`src/rtl/regfile_debug_access.sv`:
```
// Debug access port for the integer register file.
// A debug command halts the core, performs one register read or write
// while the core is stalled, then holds the response until it is consumed.
// Optional feature: define DEBUG_HALT_TIMEOUT_EN to abort a command with
// rsp_error=1 when halt_ack does not arrive within HALT_TIMEOUT cycles.
module regfile_debug_access #(
  parameter int XLEN         = 32,
  parameter int HALT_TIMEOUT = 255
) (
  input  logic            clock,
  input  logic            reset,
  input  logic            cmd_valid,
  output logic            cmd_ready,
  input  logic            cmd_write,
  input  logic [4:0]      cmd_addr,
  input  logic [XLEN-1:0] cmd_wdata,
  output logic            rsp_valid,
  input  logic            rsp_ready,
  output logic [XLEN-1:0] rsp_rdata,
  output logic            rsp_error,
  output logic            halt_req,
  input  logic            halt_ack,
  output logic [4:0]      rf_read_reg,
  input  logic [XLEN-1:0] rf_read_data,
  output logic [4:0]      rf_write_reg,
  output logic [XLEN-1:0] rf_write_data,
  output logic            rf_write_enable
);

  typedef enum logic [1:0] {IDLE, HALT, ACCESS, RESP} state_t;

  state_t            state;
  state_t            state_next;
  logic              lat_write;
  logic [4:0]        lat_addr;
  logic [XLEN-1:0]   lat_wdata;
  logic              accept;
  logic              timeout;

  assign accept = cmd_valid && cmd_ready;

`ifdef DEBUG_HALT_TIMEOUT_EN
  localparam int CW = (HALT_TIMEOUT > 1) ? $clog2(HALT_TIMEOUT) : 1;

  logic [CW-1:0] wait_cnt;

  // Count unacknowledged HALT cycles; cleared whenever HALT is left
  always_ff @(posedge clock) begin
    if (!reset) begin
      wait_cnt <= '0;
    end else if (state == HALT && !halt_ack) begin
      wait_cnt <= wait_cnt + CW'(1);
    end else begin
      wait_cnt <= '0;
    end
  end

  // Abort fires on the edge where the count reaches HALT_TIMEOUT, so an
  // unacknowledged HALT lasts exactly HALT_TIMEOUT cycles.
  assign timeout = (wait_cnt == CW'(HALT_TIMEOUT - 1));

  // Error flag: set on halt timeout, cleared by a completed access
  always_ff @(posedge clock) begin
    if (!reset) begin
      rsp_error <= 1'b0;
    end else if (state == ACCESS) begin
      rsp_error <= 1'b0;
    end else if (state == HALT && !halt_ack && timeout) begin
      rsp_error <= 1'b1;
    end
  end
`else
  logic unused_timeout_cfg;
  assign unused_timeout_cfg = ^HALT_TIMEOUT;
  assign timeout            = 1'b0;
  assign rsp_error          = 1'b0;
`endif

  // State register
  always_ff @(posedge clock) begin
    if (!reset) begin
      state <= IDLE;
    end else begin
      state <= state_next;
    end
  end

  // Next-state logic; halt_ack takes priority over a same-cycle timeout
  always_comb begin
    state_next = state;
    unique case (state)
      IDLE:    if (accept) state_next = HALT;
      HALT: begin
        if (halt_ack)     state_next = ACCESS;
        else if (timeout) state_next = RESP;
      end
      ACCESS:  state_next = RESP;
      RESP:    if (rsp_ready) state_next = IDLE;
      default: state_next = IDLE;
    endcase
  end

  // State-decoded outputs; register file ports are driven only in ACCESS
  always_comb begin
    cmd_ready       = (state == IDLE);
    halt_req        = (state == HALT) || (state == ACCESS);
    rsp_valid       = (state == RESP);
    rf_read_reg     = '0;
    rf_write_reg    = '0;
    rf_write_data   = '0;
    rf_write_enable = 1'b0;
    if (state == ACCESS) begin
      rf_read_reg     = lat_addr;
      rf_write_reg    = lat_addr;
      rf_write_data   = lat_wdata;
      rf_write_enable = lat_write && (lat_addr != 5'd0);
    end
  end

  // Command capture and response data
  always_ff @(posedge clock) begin
    if (!reset) begin
      lat_write <= 1'b0;
      lat_addr  <= '0;
      lat_wdata <= '0;
      rsp_rdata <= '0;
    end else begin
      if (accept) begin
        lat_write <= cmd_write;
        lat_addr  <= cmd_addr;
        lat_wdata <= cmd_wdata;
      end
      if (state == ACCESS) begin
        rsp_rdata <= (!lat_write && lat_addr != 5'd0) ? rf_read_data : '0;
      end else if (state == HALT && !halt_ack && timeout) begin
        rsp_rdata <= '0;
      end
    end
  end

endmodule

```
`config.mk`:
```
export PLATFORM = sky130hd
export DESIGN_NAME = regfile_debug_access
export DESIGN_NICKNAME = d
export VERILOG_FILES = /design/src/rtl/regfile_debug_access.sv
export SDC_FILE = /design/constraint.sdc
export NUM_CORES = 1
export LEC_CHECK = 0
export BUFFER_PORTS_ARGS = -buffer_cell sky130_fd_sc_hd__buf_2
export CORE_MARGIN = 5
export CORE_UTILIZATION = 30
export CTS_BUF_LIST = sky130_fd_sc_hd__clkbuf_4 sky130_fd_sc_hd__clkbuf_8 sky130_fd_sc_hd__clkbuf_16
export DETAILED_ROUTE_END_ITERATION = 8
export GPL_ROUTABILITY_DRIVEN = 0
export PLACE_DENSITY = 0.59
export SKIP_CTS_REPAIR_TIMING = 1
export SLEW_MARGIN = 20
export SYNTH_ARGS = -nofsm -noshare
export SYNTH_HDL_FRONTEND = slang
export SYNTH_SLANG_ARGS = --single-unit
```
`constraint.sdc`:
```
create_clock -name clock -period 3.41 [get_ports clock]
set_clock_uncertainty 0.05 [all_clocks]
set_input_delay 0.341 -clock clock [delete_from_list [all_inputs] [get_ports clock]]
set_output_delay 0.341 -clock clock [all_outputs]
set_load 0.005 [all_outputs]
```
==> reports/results.ini, run 1 <==
[critical_path]
reg2reg_depth = 5
r2r_start = state[0]
crit_chain = inv_1 > ha_1 > buf_4 > and2_1 > buf_2
r2r_end = rsp_rdata[21]
path_max_fanout = 40
critical_path_class = reg2out
start_kind = flop
arrival_ns = 1.64
reg2reg_setup_slack_ns = 1.64
slowest_delay_ns = 0.34
crit_slowest_cell = dfxtp_1
endpoint_kind = output port
critPathRequiredTime_ns = 3.02

[sta]
period_minus_slack_ns = 2.03
setup_viol_count_final = 0
hold_violations = 0
fmax_mhz = 493
final.period_utilization_pct = 59.5
slew_headroom_pct = 44.1
tns_ns = 0
tightest_slew_ns = 0.837
slew_viol_final = 0
rsz0062_at_grt = no

[synth]
synth_area_leaders = dfxtp_1 50%, nand2_1 11%, a21boi_0 9.9%, a22o_1 9.7%, and2_1 8.0%
synth_commonest_cells = 81 x nand2_1, 72 x dfxtp_1, 38 x a21boi_0
yosysMostFrequentCell = nand2_1
ys.flop_type = dfxtp_1
async_flop_share_pct = 0
synth_edf_count = 0
syn-instance-count = 310
ys_warn_count = 0
synthDistinctLibCells = 22
ys_seq_elements = 72
synth_top_cell_by_area = dfxtp_1
syn_nets = 389
synth_area_sq_um = 2890
seq_area_frac_synth_pct = 49.9
yosys.area.top_type_share_pct = 49.9
syn_avg_cell_area_sq_um = 9.32

[clock_tree]
cts-root-buf = clkbuf_8
cts_buffer_depth = 2
htree_num_levels = 3
insertion_delay_ns = 0.34
tritoncts = done
cts.sinks = 72
cts_buffers = 9
clkTransAtPathRegs_ns = 0.08

[finish]
syn_to_final_growth_pct = 34.0
fin_nets = 527
n_antenna_cell = 0
fin_area_sq_um = 3870
drive_above_1_share_pct = 38.9
ff_latch_area_sq_um = 1440
multi_input_area_sq_um = 1250
fill_cells = 968

[placement]
post-dp-hpwl_mm = 5.60
placed_area_sq_um = 3670
io_buffers = 152

[routing]
drt_iter0_drc = 143
drt_pass1_iterations = 5
post-route-drc-count = 0
num_vias = 2532
antenna_left = 0
wl_per_cell_microns = 13.4
wl_mm = 7.79
viasPerCell = 4.35

[floorplanning]
die_w_microns = 108
die_h_microns = 108
coreArea_sq_um = 9330
ios = 154
die_area_sq_um = 11700
row_count = 35
initial_core_util_pct = 31.0

[global_route]
grt_pass1_wl_mm = 11.7
track_usage_pct = 12.6
grt_overflow = 0
grt_max_degree = 41
antenna_found_initial = 0
grt_pass1_vias = 2355

[worst_hold_path]
hp-class = in2reg
holdPathStages = 2
min-delay-start = rf_read_data[22]
holdPathEnd = rsp_rdata[22]

[pwr]
peakVddDrop_v = 0.000217
power.leakage_nw = 1.91
p_total_mw = 2.33
pwr_density_cell_nw_per_um2 = 603

[run]
max_cap_viol_count = 0

[outcome]
status = finished, final reports clean

-- report_power, final --
group / switching, mW / internal [mW] / leakage [nW] / total (mW)
clock: 0.339 / 0.346 / 0.104 / 0.684
combinational: 0.363 / 0.246 / 1.22 / 0.609
sequential: 0.0697 / 0.972 / 0.587 / 1.04
-- worst max-delay path by stage --
stage,start,end,cells after the start
2_1_floorplan,state[0],rf_write_data[10],5
3_3_place_gp,state[0],rsp_rdata[17],5
3_5_place_dp,state[0],lat_addr[0],5
4_1_cts,state[0],rf_write_enable,6
5_1_grt,state[0],rf_write_enable,6
6_report,state[0],rf_read_reg[4],5
-- placed cells by master, fill, tap and decap left out --
master and n:
a21boi_0 38, a21oi_1 1, a21oi_4 1, a222oi_1 1
a22o_1 32, and2_1 37, and2_2 1, buf_2 152
buf_4 4, bufinv_16 1, clkbuf_8 9, clkinv_2 1
clkinv_4 3, conb_1 1, dfxtp_1 72, ha_1 4
inv_1 5, inv_6 2, mux2i_1 2, nand2_1 81
nand3b_1 1, nor2_1 1, nor2b_2 1, nor3_4 1
o21ai_0 1
-- critical path: cells and delay by family, from the launching register on --
kind          cells  cell delay [ns]
buf+inv           3             0.57
flops             1             0.34
simple gates      1             0.23
fa+ha+maj         1             0.17
-- state kept, by name, summed over array words and instances (netlist names) --
| register | flops |
|---|---|
| lat_addr | 5 |
| lat_write | 1 |
| state | 2 |
| lat_wdata | 32 |
| rsp_rdata | 32 |
-- cell families after synthesis --
logic type	count (synthesis)	share of synthesized area, %
fa+ha+maj	4	1.73
flops	72	49.9
mux	2	0.693
simple gates	123	20.0
other cells	1	0.130
compound gates	74	20.8
buf+inv	34	6.72
-- layout make-up --
class	count	share of cell area, %
timing repair buffer	156	20.4
multi-input combinational	204	32.4
inverter	5	0.485
tap	129	4.17
clock inverter	7	2.04
sequential	72	37.2
clock buffer	9	3.20
-- metrics by stage --
stage	hold slack [ns]	setup slack [ns]	cells	utilization, %
finish	0.163	1.38	582	41.5
global route	0.140	1.20	582	41.5
CTS	0.134	1.31	582	41.5
detailed placement	0.399	1.63	566	39.3
global placement	0.396	1.70	566	39.3
floorplan	0.389	1.86	310	-
-- per-layer routing --
layer / up-vias / track usage, % / routed length, microns
li1: 1296 / - / -
met1: 1113 / 16.2 / 3580
met2: 115 / 19.5 / 3270
met3: 8 / 4.72 / 848
met4: 0 / 4.60 / 97
met5: - / 0 / 0
No activity file was read; power rests on OpenSTA's default activity.
==> run 2, diff against run 1 <==
Clock period 3.41 ns to 2.1 ns, I/O delays scaled along.
==> reports/results.ini, run 2 (synthesized netlist as in run 1, its figures left out) <==
[pwr]
peakVddDrop_v = 0.000465
internal_power_mw = 2.82
p_total_mw = 4.06
pwr_density_cell_nw_per_um2 = 1030
clockPowerShare_pct = 33.1
p_seq_share_pct = 41.6
power.share.combinational_pct = 25.4
p_sw_share_pct = 30.7
switchingPower_mw = 1.25
power.leakage_nw = 1.94

[sta]
whs_ns = 0.0370
tns_ns = 0
final.period_utilization_pct = 90.0
setup_viol_count_final = 0
slew_headroom_pct = 44.2
slew_viol_final = 0
rsz0062_at_grt = no
tightest_slew_ns = 0.835
fmax_mhz = 529
period_minus_slack_ns = 1.89
hold_violations = 0

[finish]
n_antenna_cell = 0
fin_util_pct = 42.2
drive_above_1_share_pct = 39.3
syn_to_final_growth_pct = 36.3
multi_input_area_sq_um = 1250
fin_nets = 530
fill_cells = 961
final_common_cell = buf_2
largestRegisters = lat_wdata: 32 flops, rsp_rdata: 32 flops, lat_addr: 5 flops
ff_latch_area_sq_um = 1440
layout_common_cells = 152 x buf_2, 81 x nand2_1, 72 x dfxtp_1

[floorplanning]
initial_core_util_pct = 31.0
coreArea_sq_um = 9330
die_area_sq_um = 11700
row_count = 35
ios = 154
die_h_microns = 108
die_w_microns = 108

[worst_hold_path]
min-delay-start = rf_read_data[17]
hp-class = in2reg
holdPathEnd = rsp_rdata[17]
holdPathStages = 2

[global_route]
grt_pass1_wl_mm = 12.2
grt_max_degree = 44
track_usage_pct = 13.3
antenna_found_initial = 1
grt_overflow = 0
grt_pass1_vias = 2475

[clock_tree]
htree_num_levels = 3
tritoncts = done
clkTransAtPathRegs_ns = 0.08
insertion_delay_ns = 0.34
cts-root-buf = clkbuf_8
cts_buffer_depth = 2
cts.sinks = 72
cts_buffers = 9

[run]
max_cap_viol_count = 0

[critical_path]
critical_path_class = reg2out
reg2reg_setup_slack_ns = 0.36
path_max_fanout = 40
r2r_start = state[0]
reg2reg_depth = 5
endpoint_kind = output port
arrival_ns = 1.63
start_kind = flop
r2r_end = rsp_rdata[12]
critPathRequiredTime_ns = 1.84

[placement]
io_buffers = 152
post-dp-hpwl_mm = 5.76

[routing]
drt_iter0_drc = 84
drt_pass1_iterations = 5
antenna_left = 0
num_vias = 2537
viasPerCell = 4.34
post-route-drc-count = 0
wl_mm = 7.99
wl_per_cell_microns = 13.7

[outcome]
status = finished, final reports clean

## run 2: power by group through the flow
stage          Clock [mW]  Combinational (mW)  Sequential, mW
6_report             1.34                1.03            1.69
5_1_grt              1.46                1.18            1.72
4_1_cts              1.40                1.06            1.69
3_5_place_dp            0                1.06            1.72
3_3_place_gp            0                1.04            1.72
2_1_floorplan           0               0.679            1.71
## run 2: per-layer routing
metal	wire length, microns	track usage (%)	part of all wire (%)
met4	53	3.52	0.66
met3	879	6.21	11
met2	3470	21.0	43
met1	3580	16.4	45
met5	13	0	0.16
## run 2: per-stage QoR
step	setup slack [ns]	cell area (sq um)	std cells
floorplan	0.653	2890	310
global route	0.0825	3940	585
detailed placement	0.329	3690	569
global placement	0.396	3690	569
finish	0.211	3940	585
CTS	0.170	3940	585
## run 2: critical path, stage by stage (launching register included)
cell     delay, ns
dfxtp_1       0.34
inv_1         0.09
ha_1          0.17
buf_4         0.34
and2_1        0.24
buf_2         0.13
## run 2: layout make-up
type                    count  area share, %
flip-flops and latches     72           36.6
multi-input cells         204           31.9
inverters                   5          0.477
repair buffers            159           20.7
clock buffers              10           3.34
clock inverters             6           2.92
well taps                 129           4.10
## run 2: worst max-delay path by stage
| stage | start | to |
|---|---|---|
| final | state[0] | rf_write_reg[2] |
| after global routing | state[0] | rf_read_reg[2] |
| after CTS | state[0] | rf_write_reg[2] |
| after detailed placement | state[0] | lat_wdata[27] |
| after global placement | state[0] | rsp_rdata[19] |
| after floorplan | state[0] | state[0] |
